## src/rtl/alu_pkg.sv

```systemverilog
// Shared definitions for the sequential ALU: opcodes, FSM states and flag bundle.
package alu_pkg;

    localparam logic [2:0] OP_ADD = 3'b000;
    localparam logic [2:0] OP_SUB = 3'b001;
    localparam logic [2:0] OP_AND = 3'b010;
    localparam logic [2:0] OP_OR  = 3'b011;
    localparam logic [2:0] OP_XOR = 3'b100;
    localparam logic [2:0] OP_SLT = 3'b101;
    localparam logic [2:0] OP_SHL = 3'b110;
    localparam logic [2:0] OP_MUL = 3'b111;

    typedef enum logic [1:0] {
        ST_IDLE = 2'd0,
        ST_BUSY = 2'd1,
        ST_DONE = 2'd2
    } state_t;

    typedef struct packed {
        logic zero;
        logic carry;
        logic neg;
        logic ovf;
    } flags_t;

endpackage

```

## src/rtl/alu_mul_seq.sv

```systemverilog
// Shift-add unsigned multiplier: one partial product per step, WIDTH steps per product.
module alu_mul_seq
    import alu_pkg::*;
#(
    parameter int WIDTH = 8
) (
    input  logic               clk,
    input  logic               rst_n,
    input  logic               start,
    input  logic               step,
    input  logic [WIDTH-1:0]   a,
    input  logic [WIDTH-1:0]   b,
    output logic               done,
    output logic [2*WIDTH-1:0] product
);

    localparam int CW = (WIDTH > 1) ? $clog2(WIDTH) : 1;

    logic [2*WIDTH-1:0] mcand;
    logic [2*WIDTH-1:0] acc;
    logic [2*WIDTH-1:0] addend;
    logic [WIDTH-1:0]   mplier;
    logic [CW-1:0]      cnt;

    // product is the accumulator value after the current step, so the final
    // step's sum can be captured by the parent on the same edge
    assign addend  = mplier[0] ? mcand : '0;
    assign product = acc + addend;
    assign done    = step && (cnt == CW'(WIDTH - 1));

    // Operand and accumulator registers; reloaded on every start
    always_ff @(posedge clk) begin
        if (start) begin
            mcand  <= {{WIDTH{1'b0}}, a};
            mplier <= b;
            acc    <= '0;
        end else if (step) begin
            acc    <= product;
            mcand  <= mcand << 1;
            mplier <= mplier >> 1;
        end
    end

    // Iteration counter; reset aborts a product in progress
    always_ff @(posedge clk) begin
        if (!rst_n) begin
            cnt <= '0;
        end else if (start) begin
            cnt <= '0;
        end else if (step) begin
            cnt <= cnt + CW'(1);
        end
    end

endmodule

```

## src/rtl/alu_seq.sv

```systemverilog
// Registered multi-operation ALU with valid/ready handshakes and a sequential multiplier.
module alu_seq
    import alu_pkg::*;
#(
    parameter int WIDTH = 8
) (
    input  logic             clk,
    input  logic             rst_n,
    input  logic             in_valid,
    output logic             in_ready,
    input  logic [WIDTH-1:0] a,
    input  logic [WIDTH-1:0] b,
    input  logic [2:0]       op,
    output logic             out_valid,
    input  logic             out_ready,
    output logic [WIDTH-1:0] result,
    output logic             zero,
    output logic             carry,
    output logic             neg,
    output logic             ovf
);

    localparam int SW = (WIDTH > 1) ? $clog2(WIDTH) : 1;

    state_t                 state;
    state_t                 state_nx;
    logic                   in_ready_q;
    logic                   accept;
    logic                   mul_start;
    logic                   mul_done;
    logic [2*WIDTH-1:0]     mul_prod;

    logic [WIDTH:0]         sum;
    logic [WIDTH:0]         diff;
    logic [WIDTH:0]         shl_ext;
    logic [SW-1:0]          amt;
    logic signed [WIDTH-1:0] a_s;
    logic signed [WIDTH-1:0] b_s;
    logic [WIDTH-1:0]       res_nx;
    logic                   c_nx;
    logic                   v_nx;

    logic [WIDTH-1:0]       res_q;
    flags_t                 flags_q;

    function automatic flags_t make_flags(input logic [WIDTH-1:0] r,
                                          input logic c,
                                          input logic v);
        flags_t f;
        f.zero  = (r == '0);
        f.carry = c;
        f.neg   = r[WIDTH-1];
        f.ovf   = v;
        return f;
    endfunction

    assign accept    = in_valid && in_ready_q;
    assign mul_start = accept && (op == OP_MUL);
    assign in_ready  = in_ready_q;
    assign out_valid = (state == ST_DONE);

    alu_mul_seq #(.WIDTH(WIDTH)) u_mul (
        .clk     (clk),
        .rst_n   (rst_n),
        .start   (mul_start),
        .step    (state == ST_BUSY),
        .a       (a),
        .b       (b),
        .done    (mul_done),
        .product (mul_prod)
    );

    // Single-cycle op mux; bit WIDTH of the shifted value is the last bit shifted out
    always_comb begin
        sum     = {1'b0, a} + {1'b0, b};
        diff    = {1'b0, a} - {1'b0, b};
        amt     = b[SW-1:0];
        shl_ext = {1'b0, a} << amt;
        a_s     = a;
        b_s     = b;
        res_nx  = '0;
        c_nx    = 1'b0;
        v_nx    = 1'b0;
        case (op)
            OP_ADD: begin
                res_nx = sum[WIDTH-1:0];
                c_nx   = sum[WIDTH];
                v_nx   = (a[WIDTH-1] == b[WIDTH-1]) && (sum[WIDTH-1] != a[WIDTH-1]);
            end
            OP_SUB: begin
                res_nx = diff[WIDTH-1:0];
                c_nx   = diff[WIDTH];
                v_nx   = (a[WIDTH-1] != b[WIDTH-1]) && (diff[WIDTH-1] != a[WIDTH-1]);
            end
            OP_AND:  res_nx = a & b;
            OP_OR:   res_nx = a | b;
            OP_XOR:  res_nx = a ^ b;
            OP_SLT:  res_nx = {{(WIDTH-1){1'b0}}, (a_s < b_s)};
            OP_SHL: begin
                res_nx = shl_ext[WIDTH-1:0];
                c_nx   = shl_ext[WIDTH];
            end
            default: res_nx = '0;
        endcase
    end

    // FSM state register
    always_ff @(posedge clk) begin
        if (!rst_n) begin
            state <= ST_IDLE;
        end else begin
            state <= state_nx;
        end
    end

    // FSM next-state decode
    always_comb begin
        state_nx = state;
        case (state)
            ST_IDLE: if (accept) state_nx = (op == OP_MUL) ? ST_BUSY : ST_DONE;
            ST_BUSY: if (mul_done) state_nx = ST_DONE;
            ST_DONE: if (out_ready) state_nx = ST_IDLE;
            default: state_nx = ST_IDLE;
        endcase
    end

    // in_ready is registered so it stays low through reset and has no input path
    always_ff @(posedge clk) begin
        if (!rst_n) begin
            in_ready_q <= 1'b0;
        end else begin
            in_ready_q <= (state_nx == ST_IDLE);
        end
    end

    // Result and flag registers; held while waiting for out_ready
    always_ff @(posedge clk) begin
        if (!rst_n) begin
            res_q   <= '0;
            flags_q <= '0;
        end else if (accept && (op != OP_MUL)) begin
            res_q   <= res_nx;
            flags_q <= make_flags(res_nx, c_nx, v_nx);
        end else if (mul_done) begin
            res_q   <= mul_prod[WIDTH-1:0];
            flags_q <= make_flags(mul_prod[WIDTH-1:0], |mul_prod[2*WIDTH-1:WIDTH], 1'b0);
        end
    end

    assign result = res_q;
    assign zero   = flags_q.zero;
    assign carry  = flags_q.carry;
    assign neg    = flags_q.neg;
    assign ovf    = flags_q.ovf;

endmodule

```

## config.mk

```make
export PLATFORM = sky130hd
export DESIGN_NAME = alu_seq
export DESIGN_NICKNAME = d
export VERILOG_FILES = /design/src/rtl/alu_pkg.sv /design/src/rtl/alu_mul_seq.sv /design/src/rtl/alu_seq.sv
export SDC_FILE = /design/constraint.sdc
export NUM_CORES = 1
export LEC_CHECK = 0
export CORE_AREA = 3 3 112 114
export DETAILED_ROUTE_END_ITERATION = 8
export DIE_AREA = 0 0 115 117
export GPL_TIMING_DRIVEN = 0
export PLACE_DENSITY_LB_ADDON = 0.05
export SLEW_MARGIN = 10
export SYNTH_ARGS = -nofsm -noshare
export SYNTH_HDL_FRONTEND = slang
export SYNTH_SLANG_ARGS = --single-unit
export TNS_END_PERCENT = 10
```

## constraint.sdc

```tcl
create_clock -name clk -period 7.6 [get_ports clk]
set_clock_uncertainty 0.05 [all_clocks]
set_input_delay 1.52 -clock clk [delete_from_list [all_inputs] [get_ports clk]]
set_output_delay 1.52 -clock clk [all_outputs]
set_load 0.02 [all_outputs]
```

=== Word-level counts from Yosys, hierarchy flattened ===
Cells that the tools add are included.

* Word-level logic and storage cells: 69
* Register bits: 58
* RAM bits: 0
* Memories: 0
* Bits in read-only memories: 0
* Bits of input ports: 23
* Output and inout port bits: 14
* Bits in latches: 0

* Add/subtract/negate cells: 4
* Eq/ne operators: 15
* Bitwise gates (word level): 4
* Order comparisons: 1
* Multiplexer cells: 17
* $mul: 0
* Shift operators: 1
* Reduce and logical (&&, ||, !) cells: 15
* Div/mod/pow operators: 0

{| class="wikitable"
|+ Operator list
! operator !! count
|-
| 8-bit one-hot mux with 7 select lines || 1
|-
| 8-bit 2-to-1 mux || 6
|-
| 16-bit adder || 1
|-
| 8-bit zero test || 2
|-
| 16-bit 2-to-1 mux || 1
|-
| 3-bit == test, second input constant || 5
|-
| 8-bit by 8-bit adder with 9-bit output || 1
|-
| 8-bit by 3-bit << shifter with 9-bit output || 1
|-
| 8-bit by 8-bit subtractor with 9-bit output || 1
|-
| 8-bit AND || 1
|-
| 8-bit less-than comparator || 1
|-
| 2-bit 2-to-1 mux || 4
|-
| 4-bit 2-to-1 mux || 2
|-
| 8-bit bitwise OR || 1
|-
| 8-bit OR reduction || 1
|-
| 8-bit bitwise XOR || 1
|-
| 3-bit by 2-bit == test with 1-bit output, second input constant || 2
|-
| 1-bit logical AND || 6
|-
| 2-bit one-hot mux with 3 select lines || 1
|-
| 2-bit zero test || 2
|-
| 2-bit nonzero test || 2
|-
| 3-bit by 1-bit adder with 3-bit output, second input constant || 1
|-
| 3-bit by 1-bit == test with 1-bit output, second input constant || 1
|-
| 3-bit zero test || 1
|-
| 9 further kinds || 11
|}

=== Logic depth before layout (Yosys ltp) ===
Gate-level depths: netlist of run 1.

* Depth after elaboration: 5
* Gate-level depth with buffers: 11
* Depth with buffers taken out: 11

=== Cells and area by module ===
A second synthesis of run 1 with hierarchy kept.

* Cell total of the unflattened synthesis: 565
* Area total of the unflattened synthesis: 4872.2 um^2

{| class="wikitable"
|+ By module, submodules not included
! module !! area an instance (um^2) !! seq. area each (um^2) !! cells an instance !! times used
|-
| alu_mul_seq || 2621.3 || 1021.0 || 268 || 1
|-
| alu_seq || 2250.9 || 280.3 || 297 || 1
|}

=== Least setup slack after synthesis of run 1 ===
No wires, ideal clock.

* Path kind: in2reg
* Start point: input port b[1]
* End point: register flags_q (netlist bit zero)
* Library setup time: 0.059 ns
* Buffers on the path: 1
* Path slack: 3.881 ns
* Stages on the path: 10
* Arrival: 3.609 ns
* Data required time: 7.491 ns
* Path through: clkbuf_1 inv_1 ha_1 a21oi_1 o21ba_2 xnor2_1 a221oi_2 nand4_1 a2111oi_2 a32o_2

* Word-level cells in the longest chain between the ends: 4
* Elaborated cells between the ends (all ways): 10
* Classes of those cells: 2 x add/sub; 1 x order compare; 1 x shift; 2 x mux; 3 x bitwise; 1 x reduce/logical

{| class="wikitable"
|+ Ends and longest elaborated chain
! element !! RTL line !! text
|-
| start, declared || alu_seq.sv:12 || <nowiki>input logic [WIDTH-1:0] b,</nowiki>
|-
| 8-bit by 8-bit subtractor with 9-bit output (tied with other cells) || alu_seq.sv:76 || <nowiki>diff = {1'b0, a} - {1'b0, b};</nowiki>
|-
| 8-bit one-hot mux with 7 select lines * || alu_seq.sv:84 || <nowiki>case (op)</nowiki>
|-
| 8-bit zero test * || alu_seq.sv:50 || <nowiki>f.zero = (r == '0);</nowiki>
|-
| 4-bit 2-to-1 mux * || alu_seq.sv:141 || <nowiki>end else if (accept && (op != OP_MUL)) begin</nowiki>
|-
| end signal, assigned || alu_seq.sv:143 || <nowiki>flags_q <= make_flags(res_nx, c_nx, v_nx);</nowiki>
|-
| end signal, assigned || alu_seq.sv:146 || <nowiki>flags_q <= make_flags(mul_prod[WIDTH-1:0], |mul_prod[2*WIDTH-1:WIDTH], 1'b0);</nowiki>
|-
| end, declared || alu_seq.sv:44 || <nowiki>flags_t flags_q;</nowiki>
|}

Every way passes the cells marked *; elsewhere a longest branch is shown, timed or not.
A chain may end at the register's enable or synchronous reset.

=== Final worst setup path of run 1 ===
* Start point: input port b[1]
* End point: register flags_q (netlist bit carry)

* Word-level cells in the longest chain between the ends: 3
* Elaborated cells between the ends (all ways): 5
* Classes of those cells: 2 x add/sub; 1 x shift; 2 x mux

{| class="wikitable"
|+ Ends and longest elaborated chain
! element !! RTL line
|-
| 8-bit by 8-bit subtractor with 9-bit output (tied with other cells) || alu_seq.sv:76
|-
| 1-bit one-hot mux with 3 select lines * || alu_seq.sv:84
|-
| 4-bit 2-to-1 mux * || alu_seq.sv:141
|}

Marked as above.

==> flow_summary.json, run 1 <==
{
  "dp_hpwl_um": 10530,
  "num_io_pins": 37,
  "cp_max_fo": 10,
  "grt_max_degree": 17,
  "worst_pin_slew_ns": 0.8034,
  "synth_mux_area_share_pct": 6.549,
  "ant_nets": 0,
  "slowest_stage": "clkdlybuf4s50_1",
  "route.detailed.drc": 0,
  "final_nets": 695,
  "p_leak_uw": 0.002198,
  "hold_violations": 0,
  "worstPathCellList": "clkdlybuf4s50_1, clkbuf_1, inv_1, fa_1, nor2b_1, o211ai_1, a31oi_1, a2111oi_0, o221ai_1, a31oi_1",
  "wl_um": 13460,
  "cp.depth": 10,
  "rsz0062_at_grt": "false",
  "fillers": 1155,
  "placed_cell_area_mm2": 0.005195,
  "path_buf_inv": 3,
  "cp_top_family": "compound AO/OA/AOI/OAI gates",
  "synth_area_mm2": 0.004662,
  "die_area_mm2": 0.01346,
  "num_antenna_cells": 0,
  "cts_buffer_depth": 2,
  "final_area_mm2": 0.005495,
  "placementRows": 39,
  "layout-drive-gt1-share_pct": 7.460,
  "antenna_found_initial": 0,
  "drv_slew": 0,
  "ys_seq_elements": 57,
  "fin_crit_ns": 4.927,
  "period_share_pct": 64.82,
  "synth_top_family_by_area": "compound AO/OA/AOI/OAI gates",
  "p_per_area_mw_per_mm2": 246.5,
  "post_cts_buffers": 0,
  "die_x_um": 115,
  "endpoint_kind": "flip-flop",
  "synth_xor_area_share_pct": 3.570,
  "synth_cells": 579,
  "use_met3_pct": 5.193,
  "syn_area_per_cell_um2": 8.052,
  "hp-class": "reg -> reg",
  "synth-simple-area-share_pct": 20.93,
  "crit_top_cell": "a31oi_1",
  "p_total_uw": 1354,
  "die_y_um": 117,
  "synth_top_area_cell": "dfxtp_1",
  "vias": 4372,
  "postSynthNetCount": 649,
  "numCtsBuffers": 9,
  "min_path_cells": 2,
  "ys_async_sr_fraction_pct": 0,
  "ys.warnings.count": 0,
  "yosysMostFrequentCell": "nand2_1",
  "synthAdderAreaFrac_pct": 13.10,
  "pre_cts_slack_ns": 2.422,
  "ys_types": 58,
  "finalSetupViolations": 0,
  "cts_tree": "built",
  "required_ns": 7.80,
  "met2_usage_pct": 30.67,
  "fin_ws_ns": 2.673,
  "core-area_mm2": 0.01152,
  "start_util_pct": 40.48,
  "status": "completed",
  "port_buffers": 35,
  "insertion_delay_ns": 0.34,
  "ys_seq_area_share_pct": 27.91,
  "gp_congestion": 0.8957,
  "clock_sinks": 57,
  "cts_resized": 0,
  "dr.pass1.iters": 5,
  "track_usage_pct": 20.67,
  "synth_area_leaders": "dfxtp_1, ha_1, edfxtp_1",
  "path_class": "in -> reg",
  "grt.busiest_layer": "met2",
  "cap_violations": 0,
  "grt_pass1_wl_um": 21440,
  "clock_tree.root_cell": "clkbuf_16",
  "drt_iter0_markers": 288,
  "r2r_cells": 10,
  "netlist_top_cells_count": "nand2_1, a21oi_1, ha_1, nor2_1, dfxtp_1",
  "synth_edf_count": 16,
  "fmax_mhz": 203.0,
  "critPathMaxStageDelay_ns": 0.70,
  "tns_ns": 0,
  "grt_overflow": 0,
  "ir_worst_vdd_mv": 0.1449,
  "met1_usage_pct": 29.52,
  "final_util_pct": 47.72,
  "h-tree-depth": 3,
  "setup.worst_path.start_class": "input pin",
  "grt_pass1_vias": 4050,
  "wl_per_cell_um": 17.41,
  "vias_per_cell": 5.656,
  "cp.arrival_ns": 5.13,
  "post-synth-top-area-fraction_pct": 17.61,
  "syn2layout_area_growth_pct": 17.87,
  "ctsHoldBuffers": 0,
  "slew_headroom_pct": 46.43,
  "clkTransAtPathRegs_ns": 0.05,
  "synth_ff_type": "dfxtp_1",
  "synth_compound_area_share_pct": 22.41
}
[report_power, final]
part           internal (µW)  switching, µW  total [µW]
clock                    270            140         411
sequential               375           37.7         413
combinational            215            316         531
[final cells by class]
class	instances	area [µm²]	share of cell area, %
multi-input combinational	458	3107	56.53
sequential	57	1301	23.68
timing repair buffer	35	350.3	6.375
clock buffer	13	260.3	4.736
tap	143	178.9	3.256
buffer	33	141.4	2.573
inverter	31	116.4	2.117
clock inverter	3	40.04	0.7286
[placed cells by master, fill, tap and decap left out, drive strengths merged, types with 5 or more instances in the layout]
cell | Yosys | layout
xnor2 | 15 | 15
nor4 | 5 | 5
mux2 | 18 | 18
clkdlybuf4s50 | 0 | 35
inv | 31 | 31
a211oi | 19 | 19
nand3 | 13 | 13
edfxtp | 16 | 16
buf | 9 | 9
nor2 | 44 | 44
nor2b | 7 | 7
clkbuf | 24 | 37
nand2b | 8 | 8
nand2 | 73 | 73
a221oi | 5 | 5
nor3 | 17 | 17
mux2i | 8 | 8
a21o | 5 | 5
dfxtp | 41 | 41
o211ai | 8 | 8
o21a | 5 | 5
a21oi | 58 | 58
ha | 44 | 44
and2 | 17 | 17
o21ai | 21 | 21
nand4 | 6 | 6
[worst reg2reg max path, stage by stage, from the launching register on]
cell	delay, ns
edfxtp_1	0.47
clkbuf_1	0.23
and2_1	0.18
ha_1	0.33
and2_1	0.19
a221oi_1	0.41
a211oi_1	0.26
a311o_1	0.41
a221oi_1	0.38
nor4_1	0.12
a31oi_1	0.22
[per-layer routing]
layer	part of all wire [%]	wire, µm	up-vias
li1	-	-	2181
met1	50	6713	2052
met2	43	5788	123
met3	5.8	784	16
met4	1.3	169	0
met5	0	0	-
[final timing paths]
kind                                                   to                       from  slack, ns
worst max-delay path                   carry$_SDFFE_PN0P_                       b[1]       2.67
worst max register to register         carry$_SDFFE_PN0P_  u_mul.mplier[0]$_DFFE_PP_       4.26
worst min register to register  u_mul.acc[7]$_SDFFE_PP0P_  u_mul.acc[7]$_SDFFE_PP0P_       0.41
worst min-delay path            u_mul.acc[7]$_SDFFE_PP0P_  u_mul.acc[7]$_SDFFE_PP0P_       0.41
[registers in the layout (all words and copies together) (netlist names), 2 cells and up]
name	count
u_mul.acc	16
u_mul.mplier	8
u_mul.mcand	16
state	2
result	8
u_mul.cnt	3
[cells by family after synthesis]
family	after synthesis
and+or+nand+nor	207
AOI/OAI and AO/OA	158
buffers and inverters	64
DFF	57
adders and majority gates	47
muxes	27
xor gates and xnor gates	19
[per-stage QoR]
stage | std cells | hold WS, ns
floorplan | 579 | 0.3866
global placement | 757 | 0.3968
detailed placement | 757 | 0.4062
CTS | 773 | 0.4135
global route | 773 | 0.4376
finish | 773 | 0.4082
Power figures use the tool's default switching activity.
==> run 2: changes to the inputs <==
==> constraint.sdc (replaced) <==
create_clock -name clk -period 4.87 [get_ports clk]
set_clock_uncertainty 0.05 [all_clocks]
set_input_delay 0.974 -clock clk [delete_from_list [all_inputs] [get_ports clk]]
set_output_delay 0.974 -clock clk [all_outputs]
set_load 0.02 [all_outputs]
==> results of run 2 <==
The final DEF is identical to that of run 1. Status: completed.
Among the figures that moved: setup slack after placement 2.422 ns -> 0.2385 ns; setup slack after layout 2.673 ns -> 0.4895 ns; register-to-register setup slack 4.26 ns -> 1.53 ns; total power 1354 µW -> 2114 µW; worst IR drop on VDD 0.1449 mV -> 0.2261 mV
